$ cat src/rtl/bus_demux4.sv
// ---------------------------------------------------------------------------
// bus_demux4 -- 1-to-4 request router for the CPU data-side SRAM-like bus.
//
// A single master request stream is steered to one of four slaves (data RAM,
// confreg, timer, spare). The slave is chosen by the 2-bit address field
// m_addr[SEL_LSB+1:SEL_LSB]. The selected slave's response is registered and
// returned to the master one cycle later. Only one transaction can be
// outstanding at a time.
//
// Optional feature (macro BUS_DEMUX4_TIMEOUT_EN):
//   A response watchdog. If the slave does not answer within TIMEOUT cycles,
//   a dummy response is returned (32'hDEAD_BEEF for DW=32, all-ones
//   otherwise) and the sticky err flag is set. Without the macro, RESP
//   waits forever and err is tied low.
//
// Ports:
//   clk, resetn                : clock, asynchronous active-low reset
//   m_req/m_wr/m_addr/
//   m_wstrb/m_wdata            : master request (m_req held until m_addr_ok)
//   m_addr_ok                  : request accepted this cycle
//   m_data_ok/m_rdata          : one-cycle response pulse and read data
//   s_req[3:0]                 : one-hot per-slave request
//   s_wr/s_addr/s_wstrb/s_wdata: broadcast copies of the master fields
//   s_addr_ok[3:0]             : per-slave accept
//   s_data_ok[3:0]             : per-slave response pulse
//   s_rdata[4*DW-1:0]          : packed read data, slave i at [i*DW +: DW]
//   busy                       : a transaction is outstanding
//   err                        : sticky response-timeout flag
// ---------------------------------------------------------------------------
module bus_demux4 #(
    parameter int AW      = 32,
    parameter int DW      = 32,
    parameter int SEL_LSB = 16,
    parameter int TIMEOUT = 255
) (
    input  logic              clk,
    input  logic              resetn,
    input  logic              m_req,
    input  logic              m_wr,
    input  logic [AW-1:0]     m_addr,
    input  logic [DW/8-1:0]   m_wstrb,
    input  logic [DW-1:0]     m_wdata,
    output logic              m_addr_ok,
    output logic              m_data_ok,
    output logic [DW-1:0]     m_rdata,
    output logic [3:0]        s_req,
    output logic              s_wr,
    output logic [AW-1:0]     s_addr,
    output logic [DW/8-1:0]   s_wstrb,
    output logic [DW-1:0]     s_wdata,
    input  logic [3:0]        s_addr_ok,
    input  logic [3:0]        s_data_ok,
    input  logic [4*DW-1:0]   s_rdata,
    output logic              busy,
    output logic              err
);

    // Parameter sanity checks at elaboration.
    if (SEL_LSB + 1 >= AW) begin : g_bad_sel_lsb
        $error("bus_demux4: SEL_LSB+1 must be below AW");
    end
    if (TIMEOUT < 1 || TIMEOUT > 65535) begin : g_bad_timeout
        $error("bus_demux4: TIMEOUT must be within 1..65535");
    end

    typedef enum logic {
        IDLE = 1'b0,
        RESP = 1'b1
    } state_t;

    state_t          state_q, state_d;
    logic [1:0]      cur_sel_q, cur_sel_d;
    logic            m_data_ok_q, m_data_ok_d;
    logic [DW-1:0]   m_rdata_q, m_rdata_d;

    logic [1:0]      sel;
    logic            accept;
    logic [DW-1:0]   rdata_arr [4];

`ifdef BUS_DEMUX4_TIMEOUT_EN
    localparam int            CNT_W   = 16;
    localparam logic [CNT_W-1:0] CNT_LAST = CNT_W'(TIMEOUT - 1);
    localparam logic [DW-1:0] TO_DATA = (DW == 32) ? DW'(32'hDEAD_BEEF) : {DW{1'b1}};

    logic [CNT_W-1:0] cnt_q, cnt_d;
    logic             err_q, err_d;
`endif

    // Unpack the slave read-data bus so it can be indexed by a select value.
    for (genvar i = 0; i < 4; i++) begin : g_rdata
        assign rdata_arr[i] = s_rdata[i*DW +: DW];
    end

    assign sel    = m_addr[SEL_LSB+1:SEL_LSB];
    assign accept = (state_q == IDLE) && m_req && s_addr_ok[sel];

    // Request fields are broadcast; only the selected slave sees s_req.
    assign s_req     = (state_q == IDLE && m_req) ? (4'b0001 << sel) : 4'b0000;
    assign s_wr      = m_wr;
    assign s_addr    = m_addr;
    assign s_wstrb   = m_wstrb;
    assign s_wdata   = m_wdata;

    assign m_addr_ok = accept;
    assign m_data_ok = m_data_ok_q;
    assign m_rdata   = m_rdata_q;
    assign busy      = (state_q == RESP);

`ifdef BUS_DEMUX4_TIMEOUT_EN
    assign err = err_q;
`else
    assign err = 1'b0;
`endif

    always_comb begin
        state_d     = state_q;
        cur_sel_d   = cur_sel_q;
        m_data_ok_d = 1'b0;         // response is a single-cycle pulse
        m_rdata_d   = m_rdata_q;
`ifdef BUS_DEMUX4_TIMEOUT_EN
        cnt_d       = cnt_q;
        err_d       = err_q;
`endif
        case (state_q)
            IDLE: begin
                if (accept) begin
                    cur_sel_d = sel;
                    // A slave that answers in the accept cycle completes the
                    // transaction immediately, so RESP is skipped.
                    if (s_data_ok[sel]) begin
                        m_data_ok_d = 1'b1;
                        m_rdata_d   = rdata_arr[sel];
                    end else begin
                        state_d = RESP;
`ifdef BUS_DEMUX4_TIMEOUT_EN
                        cnt_d   = '0;
`endif
                    end
                end
            end
            RESP: begin
                // data_ok from any other slave is deliberately ignored.
                if (s_data_ok[cur_sel_q]) begin
                    m_data_ok_d = 1'b1;
                    m_rdata_d   = rdata_arr[cur_sel_q];
                    state_d     = IDLE;
`ifdef BUS_DEMUX4_TIMEOUT_EN
                end else if (cnt_q == CNT_LAST) begin
                    // Abandon the slave; a late data_ok lands in IDLE
                    // without an accept and is dropped.
                    m_data_ok_d = 1'b1;
                    m_rdata_d   = TO_DATA;
                    err_d       = 1'b1;
                    state_d     = IDLE;
                end else begin
                    cnt_d = cnt_q + 1'b1;
`endif
                end
            end
            default: state_d = IDLE;
        endcase
    end

    always_ff @(posedge clk or negedge resetn) begin
        if (!resetn) begin
            state_q     <= IDLE;
            cur_sel_q   <= 2'd0;
            m_data_ok_q <= 1'b0;
            m_rdata_q   <= '0;
`ifdef BUS_DEMUX4_TIMEOUT_EN
            cnt_q       <= '0;
            err_q       <= 1'b0;
`endif
        end else begin
            state_q     <= state_d;
            cur_sel_q   <= cur_sel_d;
            m_data_ok_q <= m_data_ok_d;
            m_rdata_q   <= m_rdata_d;
`ifdef BUS_DEMUX4_TIMEOUT_EN
            cnt_q       <= cnt_d;
            err_q       <= err_d;
`endif
        end
    end

endmodule
$ cat config.mk
export PLATFORM = sky130hd
export DESIGN_NAME = bus_demux4
export DESIGN_NICKNAME = d
export VERILOG_FILES = /design/src/rtl/bus_demux4.sv
export SDC_FILE = /design/constraint.sdc
export NUM_CORES = 1
export LEC_CHECK = 0
export BUFFER_PORTS_ARGS = -buffer_cell sky130_fd_sc_hd__buf_2
export CAP_MARGIN = 0
export CORE_AREA = 3 3 123 125
export DETAILED_ROUTE_END_ITERATION = 8
export DIE_AREA = 0 0 126 128
export GPL_ROUTABILITY_DRIVEN = 0
export GPL_TIMING_DRIVEN = 1
export HOLD_SLACK_MARGIN = 0.03
export PLACE_DENSITY = 0.66
export SYNTH_ARGS = -nofsm -noshare
export SYNTH_HDL_FRONTEND = slang
export SYNTH_SLANG_ARGS = --single-unit
$ cat constraint.sdc
create_clock -name clk -period 2.4 [get_ports clk]
set_clock_uncertainty 0.2 [all_clocks]
set_input_delay 0.12 -clock clk [delete_from_list [all_inputs] [get_ports clk]]
set_output_delay 0.12 -clock clk [all_outputs]
set_load 0.05 [all_outputs]
==> results of run 1 <==
==> through the flow <==
step                      cells  hold WS (ns)  setup slack (ns)  total power [mW]
after floorplan             325        -0.376            0.0574              3.58
after global placement      600        0.0403             0.380              3.91
after detailed placement    600        0.0403             0.322              3.99
after CTS                   610        0.0403             0.320              4.68
after global routing        611        0.0401             0.220              4.89
final                       611        0.0400             0.315              4.62
==> worst max-delay path, cell delays in order, from the launching register on <==
cell and delay, ns:
dfrtp_2 0.41, mux4_2 0.53, buf_4 0.26, mux2i_1 0.21
nor2_1 0.07, a221o_1 0.27
==> flip-flops by register name (all words and copies together) (netlist names) <==
signal	flops
m_rdata	32
cur_sel_q	2
busy	1
m_data_ok	1
==> logic make-up (layout without fill, tap and decap cells) <==
| kind of cell | after synthesis | after routing | synth area share |
|---|---|---|---|
| simple gates | 44 | 44 | 0.0468 |
| mux | 103 | 103 | 0.457 |
| compound gates | 38 | 38 | 0.0914 |
| buf+inv | 103 | 208 | 0.182 |
| other cells | 1 | 2 | 0.000922 |
| flops | 36 | 36 | 0.221 |
==> cells in the final DEF (no fill, tap or decap), types with 2 or more instances in the layout <==
master and n:
a221o_1 32, inv_1 3, dfrtp_1 35, mux4_2 61, mux2i_1 37, mux4_1 4, dlygate4sd3_1 2, nor2_1 38
buf_2 181, clkbuf_16 5, buf_12 2, clkinv_2 2, buf_4 12, o21ai_0 2
==> power groups by stage <==
stage | Clock, mW | Combinational (mW) | Sequential (mW)
final | 0.662 | 2.86 | 1.11
after global routing | 0.711 | 3.03 | 1.14
after CTS | 0.691 | 2.88 | 1.11
after detailed placement | 0 | 2.88 | 1.11
after global placement | 0 | 2.81 | 1.09
after floorplan | 0 | 1.64 | 1.94
==> how the worst min path moves through the flow <==
stage / start / to / slack [ns] / cells past startpoint
final: m_addr[1] / s_addr[1] / 0.04 / 0
after global routing: m_addr[25] / s_addr[25] / 0.04 / 0
after CTS: m_addr[22] / s_addr[22] / 0.04 / 0
after detailed placement: m_addr[22] / s_addr[22] / 0.04 / 0
after global placement: m_addr[22] / s_addr[22] / 0.04 / 0
after floorplan: resetn / busy / -0.38 / 0
==> layout make-up <==
type / instances / area share
Inverter: 3 / 0.00235
Sequential cell: 36 / 0.188
Antenna cell: 1 / 0.000523
Timing Repair Buffer: 197 / 0.221
Tap cell: 180 / 0.0471
Clock inverter: 3 / 0.00392
Multi-Input combinational cell: 186 / 0.511
Clock buffer: 5 / 0.0261
==> per-layer routing <==
metal	vias to the layer above	part of all wire	track usage
met5	-	0.0016	0
met4	4	0.024	0.0473
met3	41	0.094	0.0513
met2	211	0.53	0.282
met1	1680	0.35	0.170
li1	1443	-	-
==> out/results.tsv, run 1 <==
metric	value	unit
clkSinkCount	36	
r2r_cells	5	
setup_viol	0	
dieArea	16100	um^2
area_growth	17.7	%
clockBufferDepth	2	
cts_max_level	2	
crit_start	cur_sel_q[0]	
ant_nets	0	
numCtsBuffers	5	
io_pins	317	
worstPathRequired	2.37	ns
core_area	14000	um^2
yosysTopAreaCell	mux4_2	
tritoncts	built	
seq_power_share	0.239	
route.detailed.wl_per_inst	21.5	um
synth_area_leaders	mux4_2 (34%), dfrtp_1 (22%), buf_4 (13%), mux2i_1 (9.1%), a221o_1 (7.9%)	
synth_warnings	0	
max_slew_margin	0.383	
p_switching	2.28	mW
synth_cell_types	27	
rsz0062_at_grt	false	
powerDensity	966	nW/um^2
r2r-start	cur_sel_q[0]	
p_clk_frac	0.143	
post-cts-setup-buffers	0	
status	finished, final reports clean	
avgSynthCellArea	12.5	um^2
wl	13200	um
end_kind	register	
grt_pass1_wl	19700	um
grt_pass1_vias	3665	
clk_pin_slew	0.06	ns
tns	0	ns
ir_drop	0.000296	V
cp_data_arrival_time	2.05	ns
crit_type	register to register	
route.vias.total	3379	
worstHoldPathType	input port to primary output	
drc_errors	0	
seq_area_frac_synth	0.221	
firstDrtPassIters	4	
numPortBuffers	181	
r2r_end	m_rdata[12]	
worstSkewPairLatency	0.28	ns
multi_input_area	2440	um^2
synth_edf_count	0	
syn-cell-area	4070	um^2
synth_common_cells	buf_4 (71), mux4_2 (61), nor2_1 (38)	
placed_area	4620	um^2
fin_crit_sh	0.869	
gr-usage-all-layers	0.154	
dr.first_iter.drc_count	152	
fillCellCount	1473	
cp-start-kind	register	
vias_per_cell	5.53	
comb_power_share	0.618	
cts_resized	0	
synth.top_cell.area_share	0.338	
r2r_slack	0.32	ns
slew_viol_final	0	
cts_root_buf	clkbuf_16	
die_x	126	um
switching_share	0.492	
design_area	4790	um^2
synth_seq_cells	36	
async_reset_ff_frac	1.00	
p_leak	2.23	nW
initial_utilization	0.291	
fin_util	0.342	
grt_max_degree	37	
synth_most_common_cell	buf_4	
fmax	0.480	GHz
die_h	128	um
hold_buffers	2	
cp-endpoint	m_rdata[12]	
p_int	2.35	mW
row_count	43	
fin_nets	637	
drive_above_1_share	0.626	
worst_slew_pin_slew	0.926	ns
syn_inst	325	
seq_area	902	um^2
hold_viol_final	0	
overflow	0	
maxCapViolCount	0	
dp_hpwl	10300	um
antenna_found_initial	3	
synth_ff_type	dfrtp_1	
syn_nets	533	
cp_max_fo	18	
timing.final.crit_period	2.08	ns
(Power assumes the default switching activity.)
==> run 2, diff against run 1 <==
==> constraint.sdc (replaced) <==
create_clock -name clk -period 2.4 [get_ports clk]
set_clock_uncertainty 0.2 [all_clocks]
set_input_delay 0.6 -clock clk [delete_from_list [all_inputs] [get_ports clk]]
set_output_delay 0.6 -clock clk [all_outputs]
set_load 0.05 [all_outputs]
==> out/results.tsv, run 2 (synthesized netlist as in run 1, its figures left out) <==
metric	value	unit	change
status	finished, final reports clean		
switching_share	0.482		-0.00950
firstDrtPassIters	4		unchanged
tns	0	ns	unchanged
p_int	2.43	mW	+3.2%
fin_cells	617		+0.98%
wl	13200	um	+0.54%
layout_commonest_cell	buf_2		
worstPathRequired	1.60	ns	-0.77 ns
ir_drop	0.000415	V	+40%
ant_nets	0		unchanged
crit_chain	buf_4 -> nand3b_1 -> buf_6 -> nor2_2 -> buf_6		
grt_pass1_vias	3577		-2.4%
p_leak	2.28	nW	+2.6%
worstSkewPairLatency	0.28	ns	about the same
worstSetupPathDepth	5		unchanged
largest_reg_flops	32		unchanged
io_pins	317		unchanged
area_growth	21.5	%	
seq_power_share	0.233		-0.006
comb_power_share	0.624		+0.006
row_count	43		unchanged
design_area	4940	um^2	+3.2%
powerDensity	948	nW/um^2	-1.9%
setup_viol	0		unchanged
cts_root_buf	clkbuf_16		
p_clk_frac	0.143		about the same
tritoncts	built		
layout_setup_ws	0.0651	ns	-0.250 ns
fin_nets	644		+1.1%
overflow	0		unchanged
maxCapViolCount	0		unchanged
die_h	128	um	unchanged
clkSinkCount	36		unchanged
cp_slowest_stage_delay	0.39	ns	-0.14 ns
cp_data_arrival_time	1.53	ns	-0.52 ns
path_common_cell	buf_6		
antenna_found_initial	2		-1
route.detailed.wl_per_inst	21.4	um	-0.44%
p_switching	2.26	mW	-0.63%
cp.buffers_inverters	3		+2
route.vias.total	3335		-1.3%
crit_start	busy		
n_antenna_cell	0		-1
core_area	14000	um^2	unchanged
dr.first_iter.drc_count	125		-18%
gr-usage-all-layers	0.156		+0.00178
dp_cells	609		+1.5%
fin_crit_sh	0.973		+0.104
worstHoldPathType	input port to async pin		
slew_viol_final	0		unchanged
r2r_slack	0.29	ns	-0.03 ns
path_delay_family	buffers and inverters		
dieArea	16100	um^2	unchanged
rsz0062_at_grt	false		
fmax	0.428	GHz	-11%
layout_common_cells	buf_2 (177), mux4_2 (61), mux2i_1 (37)		
fin_util	0.353		+0.0111
die_x	126	um	unchanged
grt_pass1_wl	20000	um	+1.3%
numCtsBuffers	5		unchanged
drive_above_1_share	0.648		+0.0220
dp_slack	-0.0484	ns	-0.371 ns
r2r_end	m_rdata[31]		
cp-endpoint	s_req[1]		
whs	0.0791	ns	+0.0391 ns
hold_viol_final	0		unchanged
cts_max_level	2		unchanged
dp_hpwl	10300	um	-0.40%
cp-start-kind	register		
numPortBuffers	181		unchanged
r2r_cells	5		unchanged
grt_max_degree	35		-5.4%
drc_errors	0		unchanged
timing.final.crit_period	2.33	ns	+0.250 ns
clk_pin_slew	0.06	ns	about the same
initial_utilization	0.291		unchanged
clockBufferDepth	2		unchanged
cp_max_fo	6		-12
slowest_stage	dfrtp_1		
p_total	4.69	mW	+1.3%
placed_area	4760	um^2	+3.1%
crit_type	register to primary output		
r2r-start	cur_sel_q[0]		
vias_per_cell	5.41		-2.3%
end_kind	primary output		
-- run 2: cell count changes in the layout (fill, tap and decap cells not counted), sizes merged --
cell	delta
buf	+8
clkbuf	+4
clkinv	-3
diode	-1
dlygate4sd3	-2
-- run 2: layout make-up --
class | instances | area, um^2
inverter | 3 | 11.3
multi-input combinational | 186 | 2460
sequential | 36 | 903
fill | 1403 | 9050
timing repair buffer | 204 | 1190
clock buffer | 8 | 146
tap | 180 | 225
-- run 2: repair_timing --
action | CTS | global route
resized for setup | 3 | 7
setup buffers | 0 | 0
hold buffers | 0 | 0
endpoints found under the setup margin | 3 | 5
pin swaps | 0 | 0
-- run 2: worst min-delay path by stage --
stage | endpoint | from | slack, ns
2_1_floorplan | busy | resetn | 0.10
4_1_cts | m_rdata[27] | resetn | 0.08
3_3_place_gp | m_rdata[13] | m_rdata[13] | 0.32
5_1_grt | m_rdata[16] | resetn | 0.11
3_5_place_dp | m_rdata[15] | m_rdata[15] | 0.32
6_report | m_rdata[17] | resetn | 0.08
-- run 2: metal layers --
layer	track usage	share of wire
met1	0.182	0.37
met2	0.283	0.53
met3	0.0417	0.081
met4	0.0442	0.017
met5	0	0.0020
-- run 2: worst reg2reg max path, cell delays in order, from the launching register on --
cell     delay [ns]
dfrtp_2        0.40
buf_4          0.34
mux4_2         0.57
mux2i_1        0.14
nor2_1         0.05
a221o_1        0.27
-- run 2: power groups by stage --
| stage | clock, mW | sequential (mW) | combinational, mW |
|---|---|---|---|
| CTS | 0.688 | 1.09 | 2.95 |
| global route | 0.711 | 1.13 | 3.10 |
| finish | 0.668 | 1.09 | 2.93 |
| global placement | 0 | 1.09 | 2.87 |
| floorplan | 0 | 1.94 | 1.64 |
| detailed placement | 0 | 1.10 | 2.94 |
